File: src/rtl/ppfifo_pattern_source_if.sv
// ppfifo_pattern_source_if: ping-pong FIFO write-side bus.
// The master modport is the pattern source, the slave modport is the FIFO.
interface ppfifo_pattern_source_if #(
    parameter int DATA_WIDTH = 32
);
    logic [1:0]            write_ready;
    logic [1:0]            write_activate;
    logic [23:0]           write_size;
    logic                  write_strobe;
    logic [DATA_WIDTH-1:0] write_data;

    modport master (
        input  write_ready,
        input  write_size,
        output write_activate,
        output write_strobe,
        output write_data
    );

    modport slave (
        output write_ready,
        output write_size,
        input  write_activate,
        input  write_strobe,
        input  write_data
    );
endinterface

File: src/rtl/ppfifo_pattern_source.sv
// ppfifo_pattern_source: fills ping-pong FIFO halves with an incrementing
// data pattern, starting at a programmable value, for a programmable word
// count, with optional idle gaps after every word.
// Optional feature macro: PATTERN_SOURCE_WRAP_EN -- when defined the pattern
// counts modulo 2^WRAP_WIDTH (start value masked on latch); otherwise the
// pattern is a plain DATA_WIDTH-bit increment and WRAP_WIDTH has no effect.
module ppfifo_pattern_source #(
    parameter int DATA_WIDTH = 32,
    parameter int WRAP_WIDTH = 8
) (
    input  logic                    clk,
    input  logic                    rst,
    input  logic                    start_i,
    input  logic [DATA_WIDTH-1:0]   start_value_i,
    input  logic [23:0]             total_count_i,
    input  logic [3:0]              gap_cycles_i,
    output logic                    busy_o,
    output logic                    done_o,
    output logic [23:0]             words_sent_o,
    ppfifo_pattern_source_if.master wr
);

`ifdef PATTERN_SOURCE_WRAP_EN
    localparam bit WRAP_EN = 1'b1;
`else
    localparam bit WRAP_EN = 1'b0;
`endif

    localparam logic [DATA_WIDTH-1:0] LOW_MASK =
        (WRAP_WIDTH >= DATA_WIDTH) ? {DATA_WIDTH{1'b1}}
                                   : ((DATA_WIDTH'(1) << WRAP_WIDTH) - DATA_WIDTH'(1));
    localparam logic [DATA_WIDTH-1:0] PAT_MASK = WRAP_EN ? LOW_MASK : {DATA_WIDTH{1'b1}};

    typedef enum logic [2:0] {
        ST_IDLE    = 3'd0,
        ST_GRAB    = 3'd1,
        ST_WRITE   = 3'd2,
        ST_RELEASE = 3'd3,
        ST_DONE    = 3'd4
    } state_t;

    // Restricts a value to the active pattern range.
    function automatic logic [DATA_WIDTH-1:0] pattern_mask(input logic [DATA_WIDTH-1:0] value);
        return value & PAT_MASK;
    endfunction

    // Next pattern word; rolls over at the top of the active range.
    function automatic logic [DATA_WIDTH-1:0] pattern_next(input logic [DATA_WIDTH-1:0] value);
        return pattern_mask(value + DATA_WIDTH'(1));
    endfunction

    state_t                state_q,      state_d;
    logic [1:0]            activate_q,   activate_d;
    logic                  strobe_q,     strobe_d;
    logic [DATA_WIDTH-1:0] data_q,       data_d;
    logic                  busy_q,       busy_d;
    logic                  done_q,       done_d;
    logic [23:0]           words_sent_q, words_sent_d;
    logic [DATA_WIDTH-1:0] pattern_q,    pattern_d;
    logic [23:0]           remaining_q,  remaining_d;
    logic [23:0]           chunk_q,      chunk_d;
    logic [3:0]            gap_q,        gap_d;
    logic [3:0]            gap_load_q,   gap_load_d;

    logic                  half_full_s;
    logic                  last_word_s;

    // The half is exhausted, or the word about to be strobed is the last one
    // of this half / of the transfer (lets the release follow the last strobe
    // on the very next cycle).
    assign half_full_s = (chunk_q >= wr.write_size) || (remaining_q == 24'd0);
    assign last_word_s = ((chunk_q + 24'd1) >= wr.write_size) || (remaining_q == 24'd1);

    // Next-state and output decode for the fill sequencer.
    always_comb begin
        state_d      = state_q;
        activate_d   = activate_q;
        strobe_d     = 1'b0;
        data_d       = data_q;
        busy_d       = busy_q;
        done_d       = 1'b0;
        words_sent_d = words_sent_q;
        pattern_d    = pattern_q;
        remaining_d  = remaining_q;
        chunk_d      = chunk_q;
        gap_load_d   = gap_load_q;
        if (gap_q != 4'd0) begin
            gap_d = gap_q - 4'd1;
        end else begin
            gap_d = gap_q;
        end

        case (state_q)
            ST_IDLE: begin
                if (start_i) begin
                    pattern_d    = pattern_mask(start_value_i);
                    remaining_d  = total_count_i;
                    gap_load_d   = gap_cycles_i;
                    gap_d        = 4'd0;
                    words_sent_d = 24'd0;
                    busy_d       = 1'b1;
                    if (total_count_i == 24'd0) begin
                        state_d = ST_DONE;
                    end else begin
                        state_d = ST_GRAB;
                    end
                end else begin
                    state_d = ST_IDLE;
                end
            end

            ST_GRAB: begin
                if ((activate_q == 2'b00) && (wr.write_ready != 2'b00)) begin
                    // Half 0 has priority when both are free.
                    if (wr.write_ready[0]) begin
                        activate_d = 2'b01;
                    end else begin
                        activate_d = 2'b10;
                    end
                    chunk_d = 24'd0;
                    state_d = ST_WRITE;
                end else begin
                    state_d = ST_GRAB;
                end
            end

            ST_WRITE: begin
                if (half_full_s) begin
                    // Only reachable for a zero-sized half: release it empty.
                    state_d = ST_RELEASE;
                end else if (gap_q == 4'd0) begin
                    strobe_d     = 1'b1;
                    data_d       = pattern_q;
                    pattern_d    = pattern_next(pattern_q);
                    chunk_d      = chunk_q + 24'd1;
                    words_sent_d = words_sent_q + 24'd1;
                    remaining_d  = remaining_q - 24'd1;
                    gap_d        = gap_load_q;
                    if (last_word_s) begin
                        state_d = ST_RELEASE;
                    end else begin
                        state_d = ST_WRITE;
                    end
                end else begin
                    state_d = ST_WRITE;
                end
            end

            ST_RELEASE: begin
                activate_d = 2'b00;
                if (remaining_q != 24'd0) begin
                    state_d = ST_GRAB;
                end else begin
                    state_d = ST_DONE;
                end
            end

            ST_DONE: begin
                done_d  = 1'b1;
                busy_d  = 1'b0;
                state_d = ST_IDLE;
            end

            default: begin
                activate_d = 2'b00;
                busy_d     = 1'b0;
                state_d    = ST_IDLE;
            end
        endcase
    end

    // State and registered outputs; reset abandons any owned half at once.
    always_ff @(posedge clk or posedge rst) begin
        if (rst) begin
            state_q      <= ST_IDLE;
            activate_q   <= 2'b00;
            strobe_q     <= 1'b0;
            data_q       <= {DATA_WIDTH{1'b0}};
            busy_q       <= 1'b0;
            done_q       <= 1'b0;
            words_sent_q <= 24'd0;
            pattern_q    <= {DATA_WIDTH{1'b0}};
            remaining_q  <= 24'd0;
            chunk_q      <= 24'd0;
            gap_q        <= 4'd0;
            gap_load_q   <= 4'd0;
        end else begin
            state_q      <= state_d;
            activate_q   <= activate_d;
            strobe_q     <= strobe_d;
            data_q       <= data_d;
            busy_q       <= busy_d;
            done_q       <= done_d;
            words_sent_q <= words_sent_d;
            pattern_q    <= pattern_d;
            remaining_q  <= remaining_d;
            chunk_q      <= chunk_d;
            gap_q        <= gap_d;
            gap_load_q   <= gap_load_d;
        end
    end

    assign wr.write_activate = activate_q;
    assign wr.write_strobe   = strobe_q;
    assign wr.write_data     = data_q;
    assign busy_o            = busy_q;
    assign done_o            = done_q;
    assign words_sent_o      = words_sent_q;

endmodule

File: src/flat_wrapper.sv
// flat-port wrapper written by rule: the top's interface ports become plain ports
module ppfifo_pattern_source_flat 
#(
    parameter int DATA_WIDTH = 32,
    parameter int WRAP_WIDTH = 8
)
  (clk, rst, start_i, start_value_i, total_count_i, gap_cycles_i, busy_o, done_o, words_sent_o, wr_write_ready, wr_write_size, wr_write_activate, wr_write_strobe, wr_write_data);
  ppfifo_pattern_source_if #(.DATA_WIDTH(DATA_WIDTH)) wr_i ();
  input  logic clk;
  input  logic rst;
  input  logic start_i;
  input  logic [DATA_WIDTH-1:0] start_value_i;
  input  logic [23:0] total_count_i;
  input  logic [3:0] gap_cycles_i;
  output logic busy_o;
  output logic done_o;
  output logic [23:0] words_sent_o;
  input wire logic [$bits(wr_i.write_ready)-1:0] wr_write_ready;
  input wire logic [$bits(wr_i.write_size)-1:0] wr_write_size;
  output wire logic [$bits(wr_i.write_activate)-1:0] wr_write_activate;
  output wire logic [$bits(wr_i.write_strobe)-1:0] wr_write_strobe;
  output wire logic [$bits(wr_i.write_data)-1:0] wr_write_data;
  assign wr_i.write_ready = wr_write_ready;
  assign wr_i.write_size = wr_write_size;
  assign wr_write_activate = wr_i.write_activate;
  assign wr_write_strobe = wr_i.write_strobe;
  assign wr_write_data = wr_i.write_data;
  ppfifo_pattern_source #(.DATA_WIDTH(DATA_WIDTH), .WRAP_WIDTH(WRAP_WIDTH)) u_core (.clk(clk), .rst(rst), .start_i(start_i), .start_value_i(start_value_i), .total_count_i(total_count_i), .gap_cycles_i(gap_cycles_i), .busy_o(busy_o), .done_o(done_o), .words_sent_o(words_sent_o), .wr(wr_i));
endmodule
File: config.mk
export PLATFORM = sky130hd
export DESIGN_NAME = ppfifo_pattern_source_flat
export DESIGN_NICKNAME = d
export VERILOG_FILES = /design/src/rtl/ppfifo_pattern_source_if.sv /design/src/rtl/ppfifo_pattern_source.sv /design/src/flat_wrapper.sv
export SDC_FILE = /design/constraint.sdc
export NUM_CORES = 1
export LEC_CHECK = 0
export ABC_AREA = 1
export BUFFER_PORTS_ARGS = -buffer_cell sky130_fd_sc_hd__buf_2
export CAP_MARGIN = 5
export CORE_UTILIZATION = 54
export CTS_CLUSTER_SIZE = 24
export DETAILED_ROUTE_END_ITERATION = 10
export GPL_ROUTABILITY_DRIVEN = 1
export PLACE_DENSITY = 0.76
export SYNTH_ARGS = -nofsm -noshare
export SYNTH_HDL_FRONTEND = slang
export SYNTH_SLANG_ARGS = --single-unit
File: constraint.sdc
create_clock -name clk -period 6.1 [get_ports clk]
set_input_delay 0.61 -clock clk [delete_from_list [all_inputs] [get_ports clk]]
set_output_delay 0.61 -clock clk [all_outputs]
set_load 0.005 [all_outputs]
-- After elaboration in Yosys (flattened, before gate mapping)
Cells that the tools add are included.
Widths: inputs -> output; s select.
- logic and storage cells: 90
- bits in registers: 152
- bits of input ports: 89
- eq/ne operators: 9
- mux-type cells: 38
- magnitude comparators: 2
- reduce and logical (&&, ||, !) cells: 21
- bitwise operators: 3
- $add $sub $neg: 5
- operators with widths (kind ; number):
    $mux 24 ; 9
    $pmux 24 s2 ; 3
    $mux 32 ; 3
    $pmux 32 s2 ; 1
    $add 24x1->24 const B ; 2
    $ge 24x24->1 ; 2
    $logic_not 24->1 ; 2
    $add 32x1->32 const B ; 1
    $eq 24x1->1 const B ; 1
    $reduce_bool 24->1 ; 1
    $sub 24x1->24 const B ; 1
    $mux 4 ; 4
    $mux 3 ; 4
    $pmux 3 s4 ; 1
    $pmux 4 s2 ; 1
    $reduce_and 4->1 ; 2
    $mux 1 ; 7
    $eq 3x2->1 const B ; 2
    $mux 2 ; 3
    $reduce_and 2->1 ; 3
    $reduce_bool 2->1 ; 3
    $reduce_or 3->1 ; 2
    $logic_not 4->1 ; 1
    $ne 2x1->1 const B ; 2
    other kinds (13) ; 17

-- Depth between registers and ports, before layout
- word-level depth: 7
- depth in mapped cells: 21
- mapped depth without buffers: 21

-- Worst setup path after synthesis
No wires, ideal clock.
- path kind: register to register
- from: reg u_core.chunk_q[0]
- to: reg u_core.state_q[0]
- arrival time: 2.474 ns
- stages on the path, launching flop included: 22
- required time: 6.034 ns
- period minus slack after synthesis: 2.540 ns
- slack: 3.560 ns
- library setup time: 0.066 ns
- cell sequence: dfrtp_1 ha_1 nand3_1 inv_1 nand2_1 nor2_1 nand3_1 nor2_1 nand2_1 xor2_1 inv_1 ha_1 nand2_1 nor2_1 nand4_1 nor2_1 nand2_1 nand4_1 nand2_1 nand2_1 nand2_1 nand2_1
- cells in the longest elaborated chain, start to end: 7
- ends and longest elaborated chain (what ; RTL line ; source):
    start: declaration ; ppfifo_pattern_source.sv:61 ; logic [23:0] chunk_q, chunk_d;
    start signal: assignment ; ppfifo_pattern_source.sv:197 ; chunk_q <= chunk_d;
    $add 24x1->24 ; ppfifo_pattern_source.sv:72 ; assign last_word_s = ((chunk_q + 24'd1) >= wr.write_size) || (remaining_q == 24'd1);
    $ge 24x24->1 ; ppfifo_pattern_source.sv:72 ;
    $logic_or 1x1->1 ; ppfifo_pattern_source.sv:72 ;
    $mux 1 ; ppfifo_pattern_source.sv:139 ; if (last_word_s) begin
    $mux 1 ; ppfifo_pattern_source.sv:131 ; end else if (gap_q == 4'd0) begin
    $mux 3 (*) ; ppfifo_pattern_source.sv:128 ; if (half_full_s) begin
    $pmux 3 s4 (*) ; ppfifo_pattern_source.sv:93 ; case (state_q)
    named net u_core.state_d[0] ; ppfifo_pattern_source.sv:52 ; state_t state_q, state_d;
    end signal: assignment ; ppfifo_pattern_source.sv:188 ; state_q <= state_d;
    end: declaration ; ppfifo_pattern_source.sv:52 ;
Mark *: on every way through the listed nets, which the timed path passes. The rest lies on a longest branch.
A chain may end at the register's enable or synchronous reset.

-- Worst setup path in the final report
- from: reg u_core.chunk_q[5]
- to: reg u_core.pattern_q[14]
- cells in the longest elaborated chain, start to end: 4
- ends and longest elaborated chain (what ; RTL line ; source):
    $ge 24x24->1 ; ppfifo_pattern_source.sv:71 ; assign half_full_s = (chunk_q >= wr.write_size) || (remaining_q == 24'd0);
    $logic_or 1x1->1 ; ppfifo_pattern_source.sv:71 ;
    $ne 2x2->1 (no line) ; n/a ;
    $reduce_and 4->1 (no line) ; n/a ;
    end signal: assignment ; ppfifo_pattern_source.sv:182 ; pattern_q <= {DATA_WIDTH{1'b0}};
    end signal: assignment ; ppfifo_pattern_source.sv:195 ; pattern_q <= pattern_d;
    end: declaration ; ppfifo_pattern_source.sv:59 ; logic [DATA_WIDTH-1:0] pattern_q, pattern_d;
No other way between the ends.

==> impl_metrics.yaml <==
synthesis:
  yosys.cell_types.count: 37
  synth.net_count: 1710
  synth_area_leaders: "dfrtp_1, nand2_1, nand3_1"
  ys.flop_type: "dfrtp_1"
  yosysMostFrequentCell: "nand2_1"
  seq_area_frac_synth: 0.360
  synth_top_area_frac: 0.360
  synth-edff-count: 0
  synthArstFlopShare: 1.00
  synth_cells: 1566
  ys_seq_elements: 152
  netlist_top_cells_count: "nand2_1, nor2_1, dfrtp_1, inv_1, nand3_1"
  synth_area_mm2: 0.0106
  synth_area_leader_cell: "dfrtp_1"
  ys.warnings.count: 0
  syn_avg_cell_area_um2: 6.74
global_routing:
  grtUsageMet3: 0.0435
  grt_busiest_layer: "met2"
  groute.usage.overall: 0.291
  grt_pass1_vias: 9787
  grt_start_max_net_pins: 111
  antenna_found_initial: 0
  grt_pass1_wl_um: 46900
  grt_remaining_overflow: 0
  use_met2: 0.495
  met1_usage: 0.390
layout:
  diodes: 0
  utilization: 0.637
  drive_gt1_frac: 0.122
  syn2layout_area_growth_pct: 14.3
  nets: 1832
  multi_input_area_mm2: 0.00591
  nFillCells: 1771
  layout.cells.non_filler: 1961
  stdcell_area_mm2: 0.0121
  seq_area_mm2: 0.00380
job:
  cap_violations: 0
power_and_ir_drop:
  power_mw: 4.69
  p_sw_frac: 0.429
  peakVddDrop_v: 0.000221
  p_clk_frac: 0.251
  pwr-share-seq: 0.354
  p_comb_frac: 0.395
  p_sw_mw: 2.01
  p_per_area_mw_per_mm2: 388
  internal_power_mw: 2.68
  leakage_nw: 6.59
setup_path:
  cp.arrival_ns: 4.39
  reg2reg_slack_ns: 2.07
  worstPathRequired_ns: 6.47
  endpoint_kind: "flip-flop"
  critical_path.startpoint_type: "flip-flop"
  crit_fanout: 67
  rr_endpoint: "u_core.pattern_q[14]$_DFFE_PP0P_"
  r2r-start: "u_core.chunk_q[5]$_DFFE_PP0P_"
  ff2ff_path_depth: 13
  crit_type: "reg2reg"
timing:
  setup_slack_ns: 2.07
  period_needed_ns: 4.03
  hold_ws_ns: 0.365
  worst_pin_slew_ns: 1.04
  relSlewSlack: 0.305
  setup_viol: 0
  rsz0062_at_grt: "no"
  period_share: 0.660
  finalHoldViolations: 0
  final.setup.tns_ns: 0
  clock_skew_ns: 0.0115
  drv_slew: 0
  fmax_ghz: 0.248
hold_path:
  hp-class: "in2async"
placement:
  place_area_mm2: 0.0114
  gp_congestion: 0.924
  dp_hpwl_um: 19700
  port_buffers: 149
  dp_slack_ns: 1.81
  placedCellCount: 1929
clock_network:
  cts.sinks: 152
  numCtsBuffers: 17
  tritoncts: "done"
  cts_buffer_depth: 2
  cts_hold_buf: 0
  clkTransAtPathRegs_ns: 0.07
  post-cts-setup-buffer-count: 0
  htree_levels: 4
  root_buffer: "clkbuf_16"
  clk_latency_ns: 0.43
  cts_resized: 0
outcome:
  status: "completed"
drt:
  first_pass_iters: 5
  vias_per_cell: 5.25
  dr_total_vias: 10293
  drtIter0Drc: 835
  wl_per_cell_um: 14.3
  route.detailed.drc: 0
  wl_um: 28100
  ant_nets: 0
die:
  floorplan.die_area_mm2: 0.0201
  die_x_um: 142
  initial_core_util: 0.557
  die_h_um: 142
  rows: 50
  ioPinCount: 150
  core-area_mm2: 0.0190
## power by group through the flow
stage	registers, mW	logic (mW)	clock network [mW]
after CTS	1.65	1.85	1.18
after global placement	1.66	1.80	0
after floorplan	1.59	1.38	0
final	1.66	1.85	1.18
after detailed placement	1.66	1.84	0
after global routing	1.70	2.11	1.23
## layout by cell type, fill, tap and decap left out, types with 3 or more instances in the layout
master	Yosys	routed
nor3b_1	6	6
nor4_1	3	3
o31ai_1	3	3
ha_1	55	55
xnor2_1	15	15
inv_2	5	5
nor2_4	3	3
a21oi_1	24	24
nand4_1	24	24
or2_2	4	4
nand3_1	144	144
nand3b_1	3	3
buf_4	10	6
nor2_1	159	159
nand2_1	585	585
inv_6	0	5
clkbuf_16	0	17
o21a_1	3	3
xor2_1	48	48
a21o_1	4	4
o21ai_0	74	74
inv_1	152	151
dfrtp_1	152	152
bufinv_16	0	4
buf_2	13	149
nor2_2	3	3
nor3_1	32	32
## cells by family after synthesis
family / share of synthesized area
compound gates: 0.0583
xor+xnor: 0.0523
fa+ha+maj: 0.0652
buf+inv: 0.0801
flops: 0.360
mux: 0.00107
simple gates: 0.383
## worst max-delay path by stage
stage	startpoint	to	slack [ns]
final	u_core.chunk_q[5]$_DFFE_PP0P_	u_core.pattern_q[14]$_DFFE_PP0P_	2.07
after floorplan	rst	u_core.busy_o$_DFFE_PP0P_	1.40
after detailed placement	wr_write_size[17]	u_core.pattern_q[14]$_DFFE_PP0P_	1.81
after CTS	u_core.chunk_q[5]$_DFFE_PP0P_	u_core.pattern_q[14]$_DFFE_PP0P_	2.09
after global routing	u_core.chunk_q[17]$_DFFE_PP0P_	u_core.words_sent_o[2]$_DFFE_PP0P_	1.64
after global placement	wr_write_size[17]	u_core.words_sent_o[13]$_DFFE_PP0P_	1.91
## critical path: stages, from the launching register on
cell and delay, ns:
dfrtp_1 0.57, ha_1 0.32, nand2_1 0.06, nand2_1 0.04, nand2_1 0.05, nand2_1 0.05, a21oi_1 0.11, nand2_1 0.07
nand2_1 0.17, nand4_4 0.75, nand2_2 1.00, buf_4 0.54, nand2_1 0.12, nand2_1 0.08
## sequential cells by signal, indices dropped and copies added (netlist names), 2 cells and up
signal	flops
u_core.wr.write_activate	2
u_core.gap_load_q	4
u_core.chunk_q	24
u_core.wr.write_data	32
u_core.state_q	3
u_core.pattern_q	32
u_core.remaining_q	24
u_core.gap_q	4
u_core.words_sent_o	24
## layer usage
metal / vias up / wire (µm)
met5: - / 0
met4: 0 / 398
met3: 36 / 1480
met2: 281 / 13500
met1: 4774 / 12700
li1: 5202 / -
## final cells by class
type	instances	share of cell area
Sequential cell	152	0.315
Timing Repair Buffer	155	0.0655
Inverter	157	0.0492
Clock inverter	12	0.0156
Tap cell	260	0.0270
Multi-Input combinational cell	1205	0.490
Clock buffer	20	0.0378
(Power assumes the default switching activity.)
